File: src/rtl/div_unit.sv
// Multi-cycle radix-2 restoring divider: one quotient bit per cycle, packed {remainder, quotient} result.
// Optional DIV_EARLY_OUT_EN: short-circuit |dividend| < |divisor| in a single cycle.
module div_unit #(
  parameter int unsigned WIDTH = 32
) (
  input  logic                 clk,
  input  logic                 rst,
  input  logic                 signed_div_i,
  input  logic [WIDTH-1:0]     opdata1_i,
  input  logic [WIDTH-1:0]     opdata2_i,
  input  logic                 start_i,
  input  logic                 annul_i,
  output logic [2*WIDTH-1:0]   result_o,
  output logic                 ready_o,
  output logic                 busy_o
);

  localparam int unsigned CW = $clog2(WIDTH + 1);

  typedef enum logic [1:0] {
    IDLE      = 2'd0,
    DIVBYZERO = 2'd1,
    ON        = 2'd2,
    END       = 2'd3
  } state_e;

  state_e             state_q, state_d;
  logic [CW-1:0]      cnt_q, cnt_d;
  logic [WIDTH-1:0]   quo_q, quo_d;
  logic [WIDTH-1:0]   rem_q, rem_d;
  logic [WIDTH-1:0]   dvs_q, dvs_d;
  logic [WIDTH-1:0]   orig_q, orig_d;
  logic               qneg_q, qneg_d;
  logic               rneg_q, rneg_d;
  logic               early_q, early_d;
  logic [2*WIDTH-1:0] result_d;
  logic               ready_d;
  logic               busy_d;

  // Operand magnitudes as seen in IDLE
  logic [WIDTH-1:0] abs1_c, abs2_c;
  logic             neg1_c, neg2_c;
  logic             early_c;

  assign neg1_c = signed_div_i & opdata1_i[WIDTH-1];
  assign neg2_c = signed_div_i & opdata2_i[WIDTH-1];
  assign abs1_c = neg1_c ? -opdata1_i : opdata1_i;
  assign abs2_c = neg2_c ? -opdata2_i : opdata2_i;

`ifdef DIV_EARLY_OUT_EN
  assign early_c = (abs1_c < abs2_c);
`else
  assign early_c = 1'b0;
`endif

  // One restoring iteration; quotient bits shift into quo_q as dividend bits leave
  logic [WIDTH:0]   rem_sh_c, trial_c;
  logic             qbit_c;
  logic [WIDTH-1:0] rem_nx_c, quo_nx_c, rem_fix_c, quo_fix_c, zq_fill_c;

  assign rem_sh_c  = {rem_q, quo_q[WIDTH-1]};
  assign trial_c   = rem_sh_c - {1'b0, dvs_q};
  assign qbit_c    = ~trial_c[WIDTH];
  assign rem_nx_c  = qbit_c ? trial_c[WIDTH-1:0] : rem_sh_c[WIDTH-1:0];
  assign quo_nx_c  = {quo_q[WIDTH-2:0], qbit_c};
  assign quo_fix_c = qneg_q ? -quo_nx_c : quo_nx_c;
  assign rem_fix_c = rneg_q ? -rem_nx_c : rem_nx_c;
  assign zq_fill_c = early_q ? {WIDTH{1'b0}} : {WIDTH{1'b1}};

  // Next-state and next-output logic
  always_comb begin
    state_d  = state_q;
    cnt_d    = cnt_q;
    quo_d    = quo_q;
    rem_d    = rem_q;
    dvs_d    = dvs_q;
    orig_d   = orig_q;
    qneg_d   = qneg_q;
    rneg_d   = rneg_q;
    early_d  = early_q;
    result_d = result_o;
    ready_d  = ready_o;

    case (state_q)
      IDLE: begin
        ready_d  = 1'b0;
        result_d = '0;
        if (start_i && !annul_i) begin
          quo_d   = abs1_c;
          dvs_d   = abs2_c;
          orig_d  = opdata1_i;
          qneg_d  = neg1_c ^ neg2_c;
          rneg_d  = neg1_c;
          rem_d   = '0;
          cnt_d   = '0;
          early_d = 1'b0;
          if (opdata2_i == '0) begin
            state_d = DIVBYZERO;
          end else if (early_c) begin
            early_d = 1'b1;
            state_d = DIVBYZERO;
          end else begin
            state_d = ON;
          end
        end
      end
      DIVBYZERO: begin
        if (annul_i) begin
          state_d  = IDLE;
          ready_d  = 1'b0;
          result_d = '0;
        end else begin
          result_d = {orig_q, zq_fill_c};
          ready_d  = 1'b1;
          state_d  = END;
        end
      end
      ON: begin
        if (annul_i) begin
          state_d  = IDLE;
          ready_d  = 1'b0;
          result_d = '0;
        end else begin
          quo_d = quo_nx_c;
          rem_d = rem_nx_c;
          cnt_d = cnt_q + CW'(1);
          if (cnt_q == CW'(WIDTH - 1)) begin
            result_d = {rem_fix_c, quo_fix_c};
            ready_d  = 1'b1;
            state_d  = END;
          end
        end
      end
      END: begin
        if (!start_i || annul_i) begin
          state_d  = IDLE;
          ready_d  = 1'b0;
          result_d = '0;
        end
      end
      default: state_d = IDLE;
    endcase

    busy_d = (state_d == DIVBYZERO) || (state_d == ON);
  end

  // State and registered outputs
  always_ff @(posedge clk) begin
    if (rst) begin
      state_q  <= IDLE;
      cnt_q    <= '0;
      quo_q    <= '0;
      rem_q    <= '0;
      dvs_q    <= '0;
      orig_q   <= '0;
      qneg_q   <= 1'b0;
      rneg_q   <= 1'b0;
      early_q  <= 1'b0;
      result_o <= '0;
      ready_o  <= 1'b0;
      busy_o   <= 1'b0;
    end else begin
      state_q  <= state_d;
      cnt_q    <= cnt_d;
      quo_q    <= quo_d;
      rem_q    <= rem_d;
      dvs_q    <= dvs_d;
      orig_q   <= orig_d;
      qneg_q   <= qneg_d;
      rneg_q   <= rneg_d;
      early_q  <= early_d;
      result_o <= result_d;
      ready_o  <= ready_d;
      busy_o   <= busy_d;
    end
  end

endmodule

File: config.mk
export PLATFORM = sky130hd
export DESIGN_NAME = div_unit
export DESIGN_NICKNAME = d
export VERILOG_FILES = /design/src/rtl/div_unit.sv
export SDC_FILE = /design/constraint.sdc
export NUM_CORES = 1
export LEC_CHECK = 0
export CAP_MARGIN = 20
export CORE_MARGIN = 2
export CORE_UTILIZATION = 45
export CTS_BUF_LIST = sky130_fd_sc_hd__clkbuf_16
export DETAILED_ROUTE_END_ITERATION = 16
export HOLD_SLACK_MARGIN = 0.03
export MAX_ROUTING_LAYER = met4
export PLACE_DENSITY = 0.65
export SYNTH_ARGS = -nofsm -noshare
export SYNTH_HDL_FRONTEND = slang
export SYNTH_SLANG_ARGS = --single-unit
File: constraint.sdc
create_clock -name clk -period 9.4 [get_ports clk]
set_input_delay 1.88 -clock clk [delete_from_list [all_inputs] [get_ports clk]]
set_output_delay 1.88 -clock clk [all_outputs]
set_load 0.005 [all_outputs]
; ---- Yosys cells after proc, flatten, opt, wreduce, memory -nomap -nowiden
; Index checks and enable logic that the tools add are counted.
[totals]
reg_bits = 204
input_bits = 69
elab_cells = 73
[op_classes]
addsub = 6
n_eq_ne = 10
n_mux = 31
bitwise = 4
n_reduce_logical = 11
[ops]
columns = cell, count
row1 = 32-bit two-way mux, 9
row2 = 64-bit two-way mux, 4
row3 = 64-bit case mux with 4 select lines, 1
row4 = 32-bit negation, 4
row5 = 32-bit case mux with 2 select lines, 2
row6 = 33-bit by 32-bit subtractor with 33-bit output, 1
row7 = 32-bit logical NOT, 1
row8 = 2-bit two-way mux, 6
row9 = 6-bit two-way mux, 2
row10 = 6-bit case mux with 2 select lines, 1
row11 = 2-bit case mux with 4 select lines, 1
row12 = 6-bit by 1-bit adder with 6-bit output (second input constant), 1
row13 = 2-bit equality test (second input constant), 3
row14 = 6-bit by 5-bit equality test with 1-bit output (second input constant), 1
row15 = 2-bit inequality test (second input constant), 3
row16 = 2-bit by 1-bit equality test with 1-bit output (second input constant), 2
row17 = 1-bit two-way mux, 4
row18 = 1-bit case mux with 4 select lines, 1
row19 = 2-bit AND reduction, 2
row20 = 3-bit inequality test (second input constant), 1
row21 = 3-bit AND reduction, 1
row22 = 1-bit AND, 2
row23 = 1-bit logical NOT, 2
row24 = 2-bit logical NOT, 1
row25 = other kinds (5), 6

; ---- Longest topological paths before layout
[depth]
ltp_word = 7
mapped_depth = 24

; ---- Worst setup path after synthesis
; No wires, ideal clock.
[synth_timing]
path_kind = flip-flop to flip-flop
start = register quo_q[31]
end = register result_o[30]
t_arrival_ns = 4.873
t_required_ns = 9.272
path_slack_ns = 4.399
stages_incl_launch_ff = 25
n_path_buf = 4
period_less_slack_ns = 5.001
cell_sequence = dfxtp_1 inv_1 ha_1 fa_1 nand2b_1 a21oi_2 o21a_4 o211ai_2 and2_4 o21a_4 inv_2 buf_4 buf_4 buf_6 clkbuf_1 ha_1 nand2_1 or2_1 or3_1 or4_1 o31ai_1 xor2_1 o21ai_1 a22oi_1 nor2_1
[synth_between]
elab_chain_cells = 7
[synth_lines]
columns = element, line
row1 = from (decl), 29  ; logic [WIDTH-1:0] quo_q, quo_d;
row2 = from (signal assigned), 165  ; quo_q <= quo_d;
row3 = 33-bit by 32-bit subtractor with 33-bit output, 62  ; assign trial_c = rem_sh_c - {1'b0, dvs_q};
row4 = 1-bit NOT, 63  ; assign qbit_c = ~trial_c[WIDTH];
row5 = 32-bit negation, 66  ; assign quo_fix_c = qneg_q ? -quo_nx_c : quo_nx_c;
row6 = 32-bit two-way mux, 66
row7 = 64-bit two-way mux, 127  ; if (cnt_q == CW'(WIDTH - 1)) begin
row8 = 64-bit two-way mux, 119  ; if (annul_i) begin
row9 = 64-bit case mux with 4 select lines, 84  ; case (state_q)
row10 = to (signal assigned), 172  ; result_o <= result_d;
row11 = to (decl), 13  ; output logic [2*WIDTH-1:0] result_o,
; Every way passes these cells. The select of a mux whose other input is x is not followed.
; A chain may end at the register's enable or synchronous reset.

; ---- Worst setup path after layout
[layout_timing]
start = input port opdata1_i[2]
end = register quo_q[31]
[layout_between]
elab_chain_cells = 4
[layout_lines]
columns = element, line
row1 = from (decl), 9  ; input logic [WIDTH-1:0] opdata1_i,
row2 = 32-bit negation, 47  ; assign abs1_c = neg1_c ? -opdata1_i : opdata1_i;
row3 = 32-bit two-way mux, 47
row4 = 32-bit two-way mux, 88  ; if (start_i && !annul_i) begin
row5 = 32-bit case mux with 2 select lines, 84
; Every way passes these cells. The select of a mux whose other input is x is not followed.

==> impl_metrics.sql <==
INSERT INTO impl_metrics (metric_group, metric, value, unit) VALUES
('die', 'initial_utilization', '45.3', '%'),
('die', 'rows', '64', ''),
('setup_path', 'maximum_fanout_along_the_worst_path', '6', ''),
('drt', 'met3_layer_wire_length_in_the_routed_design', '3.37', 'mm'),
('yosys', 'dominantRegCellSynth', 'dfxtp_1', ''),
('drt', 'vias', '13904', ''),
('cts', 'numClockSinks', '204', ''),
('setup_path', 'setup.reg_to_reg.worst_slack', '4360', 'ps'),
('yosys', 'netlist-cell-type-count', '104', ''),
('global_routing', 'overall_routing_resource_usage', '28.6', '%'),
('setup_path', 'crit_path_top_delay_cell', 'or4_1', ''),
('cts', 'post-cts-setup-buffers', '0', ''),
('die', 'core-area', '30300', 'um2'),
('placement', 'hpwlAfterDp', '33.4', 'mm'),
('timing', 'setup_failing_eps_final', '0', ''),
('finish', 'final_net_count', '2015', ''),
('yosys', 'post_synth_instance_area', '13800', 'um2'),
('yosys', 'synth_seq_area_share', '29.7', '%'),
('yosys', 'synth-async-reset-ratio', '0', '%'),
('timing', 'min_period_over_period', '53.8', '%'),
('cts', 'cts-root-to-sink-buffers', '3', ''),
('run_status', 'outcome', 'completed', ''),
('timing', 'finalMaxSlewViolations', '0', ''),
('cts', 'numCtsBuffers', '25', ''),
('power', 'p_total', '2420', 'uW'),
('global_routing', 'grt_remaining_overflow', '0', ''),
('cts', 'ctsResizeCount', '0', ''),
('power', 'vdd_drop_max', '0.115', 'mV'),
('timing', 'max_slew.worst_pin.slew', '1040', 'ps'),
('worst_hold_path', 'whs_endpoint', 'orig_q[16]', ''),
('timing', 'final.setup_skew', '28.9', 'ps'),
('die', 'ioPinCount', '135', ''),
('drt', 'routed-wl-met2', '19.2', 'mm'),
('cts', 'cts.root.buffer_cell', 'clkbuf_16', ''),
('yosys', 'post_synth_inst_count', '1847', ''),
('setup_path', 'setup.worst_path.end_class', 'register', ''),
('timing', 'final-hold-violation-count', '0', ''),
('setup_path', 'worstPathBufferInverterCount', '1', ''),
('power', 'power_density', '151', 'nW/um2'),
('finish', 'final_design_area_no_fill', '16000', 'um2'),
('drt', 'detailedRoute.firstPassIterationCount', '6', ''),
('yosys', 'yosys-top-cells-count', '293 x nand2_1, 204 x dfxtp_1, 199 x nor2_1', ''),
('yosys', 'synth_nets', '1958', ''),
('drt', 'routed_via_density', '6.00', ''),
('die', 'floorplan.die.height', '179', 'um'),
('setup_path', 'critPathMaxStageDelay', '550', 'ps'),
('setup_path', 'critical_path.top_delay_family', 'simple AND/OR/NAND/NOR gates', ''),
('placement', 'post_dp_cell_area', '15200', 'um2'),
('worst_hold_path', 'min-delay-start', 'orig_q[16]', ''),
('job', 'max_cap_viol_count', '0', ''),
('yosys', 'synth_enable_flop_cells', '0', ''),
('yosys', 'synth_seq_cells', '204', ''),
('worst_hold_path', 'hold_depth', '2', ''),
('yosys', 'yosysTopAreaCell', 'dfxtp_1', ''),
('global_routing', 'grt_pass1_vias', '12848', ''),
('cts', 'clkTransAtPathRegs', '60', 'ps'),
('setup_path', 'path_class', 'primary input to register', ''),
('yosys', 'netlist_top_cells_area', 'dfxtp_1 30%, nand2_1 8.0%, a21oi_1 5.5%, nor2_1 5.4%, xor2_1 4.4%', ''),
('setup_path', 'critical_path.cell_chain', 'clkdlybuf4s50_1 -> or2_1 -> or4_4 -> or4_1 -> or2_1 -> or3_1 -> o41ai_1 -> nand2_1 -> nor2_1 -> a211oi_1 -> a211oi_1', ''),
('finish', 'area_growth', '16.1', '%'),
('setup_path', 'required', '9820', 'ps'),
('finish', 'multi_input_area', '8970', 'um2'),
('global_routing', 'grt_pass1_wl', '70.6', 'mm'),
('die', 'die-area', '32000', 'um2'),
('drt', 'drt-total-wl', '45.0', 'mm'),
('die', 'die-width', '179', 'um'),
('drt', 'wl_met1', '21.2', 'mm'),
('setup_path', 'rr_endpoint', 'result_o[26]', ''),
('cts', 'cts_hold_buffers', '0', ''),
('finish', 'final_cell_utilization_of_the_core', '52.6', '%'),
('timing', 'setup_total_negative_slack', '0', 'ps');
## sequential cells by signal, summed over array words and instances, names as in the netlist, 2 cells and up
signal / flops
orig_q: 32
result_o: 64
cnt_q: 6
rem_q: 32
state_q: 2
dvs_q: 32
quo_q: 32
## through the flow
step                      instances  setup slack [ps]
after floorplan                1847              4400
after global placement         2271              3990
final                          2316              4340
after global routing           2315              3970
after detailed placement       2272              3910
after CTS                      2314              4380
## layer usage
layer | track usage (%) | vias up
met5 | - | -
met2 | 42.5 | 504
met3 | 5.05 | 65
met1 | 40.0 | 6581
met4 | 7.35 | 0
li1 | - | 6754
## worst max path at each step
| stage | start | to |
|---|---|---|
| finish | opdata1_i[2] | quo_q[31] |
| floorplan | quo_q[31] | result_o[30] |
| detailed placement | opdata1_i[2] | quo_q[31] |
| global route | quo_q[31] | result_o[26] |
| global placement | opdata1_i[2] | quo_q[31] |
| CTS | quo_q[31] | result_o[26] |
## tightest hold or removal path, delay by kind of cell (launching register included)
kind	cells	cell delay (ps)
simple gates	1	50
flops	1	300
compound gates	1	50
## report_power, final
group | switching [uW] | total (uW) | internal [uW] | leakage, uW
Sequential | 32.6 | 933 | 901 | 0.00166
Combinational | 394 | 612 | 219 | 0.00385
Clock | 370 | 872 | 502 | 0.000379
Total | 796 | 2420 | 1620 | 0.00588
## cell usage in the layout, fill, tap and decap left out, types with 19 or more instances in the layout
cell type	instances
inv_1	55
nand2_1	293
o31ai_1	19
xnor2_1	57
nand3_1	36
a22oi_1	58
or3_1	21
nor3_1	34
ha_1	41
a211oi_1	35
a21oi_1	150
nor2_1	199
o21ai_0	105
clkbuf_16	25
xor2_1	69
nand2b_1	19
dfxtp_1	204
clkdlybuf4s50_1	133
## kinds of logic after synthesis
logic type | count (synthesis) | synth area share [%]
DFF | 204 | 29.7
xor gates and xnor gates | 127 | 8.14
and+or+nand+nor | 730 | 24.6
buffers and inverters | 172 | 5.20
muxes | 22 | 1.68
AOI/OAI and AO/OA | 550 | 26.8
adders and majority gates | 42 | 3.87
## cell type report
class,count,share of cell area (%)
multi-input combinational,1471,56.2
sequential,204,25.6
timing repair buffer,153,9.45
clock buffer,25,3.92
tap,396,3.10
inverter,49,1.15
clock inverter,17,0.603
antenna,1,0.0157
(Power assumes the default switching activity.)
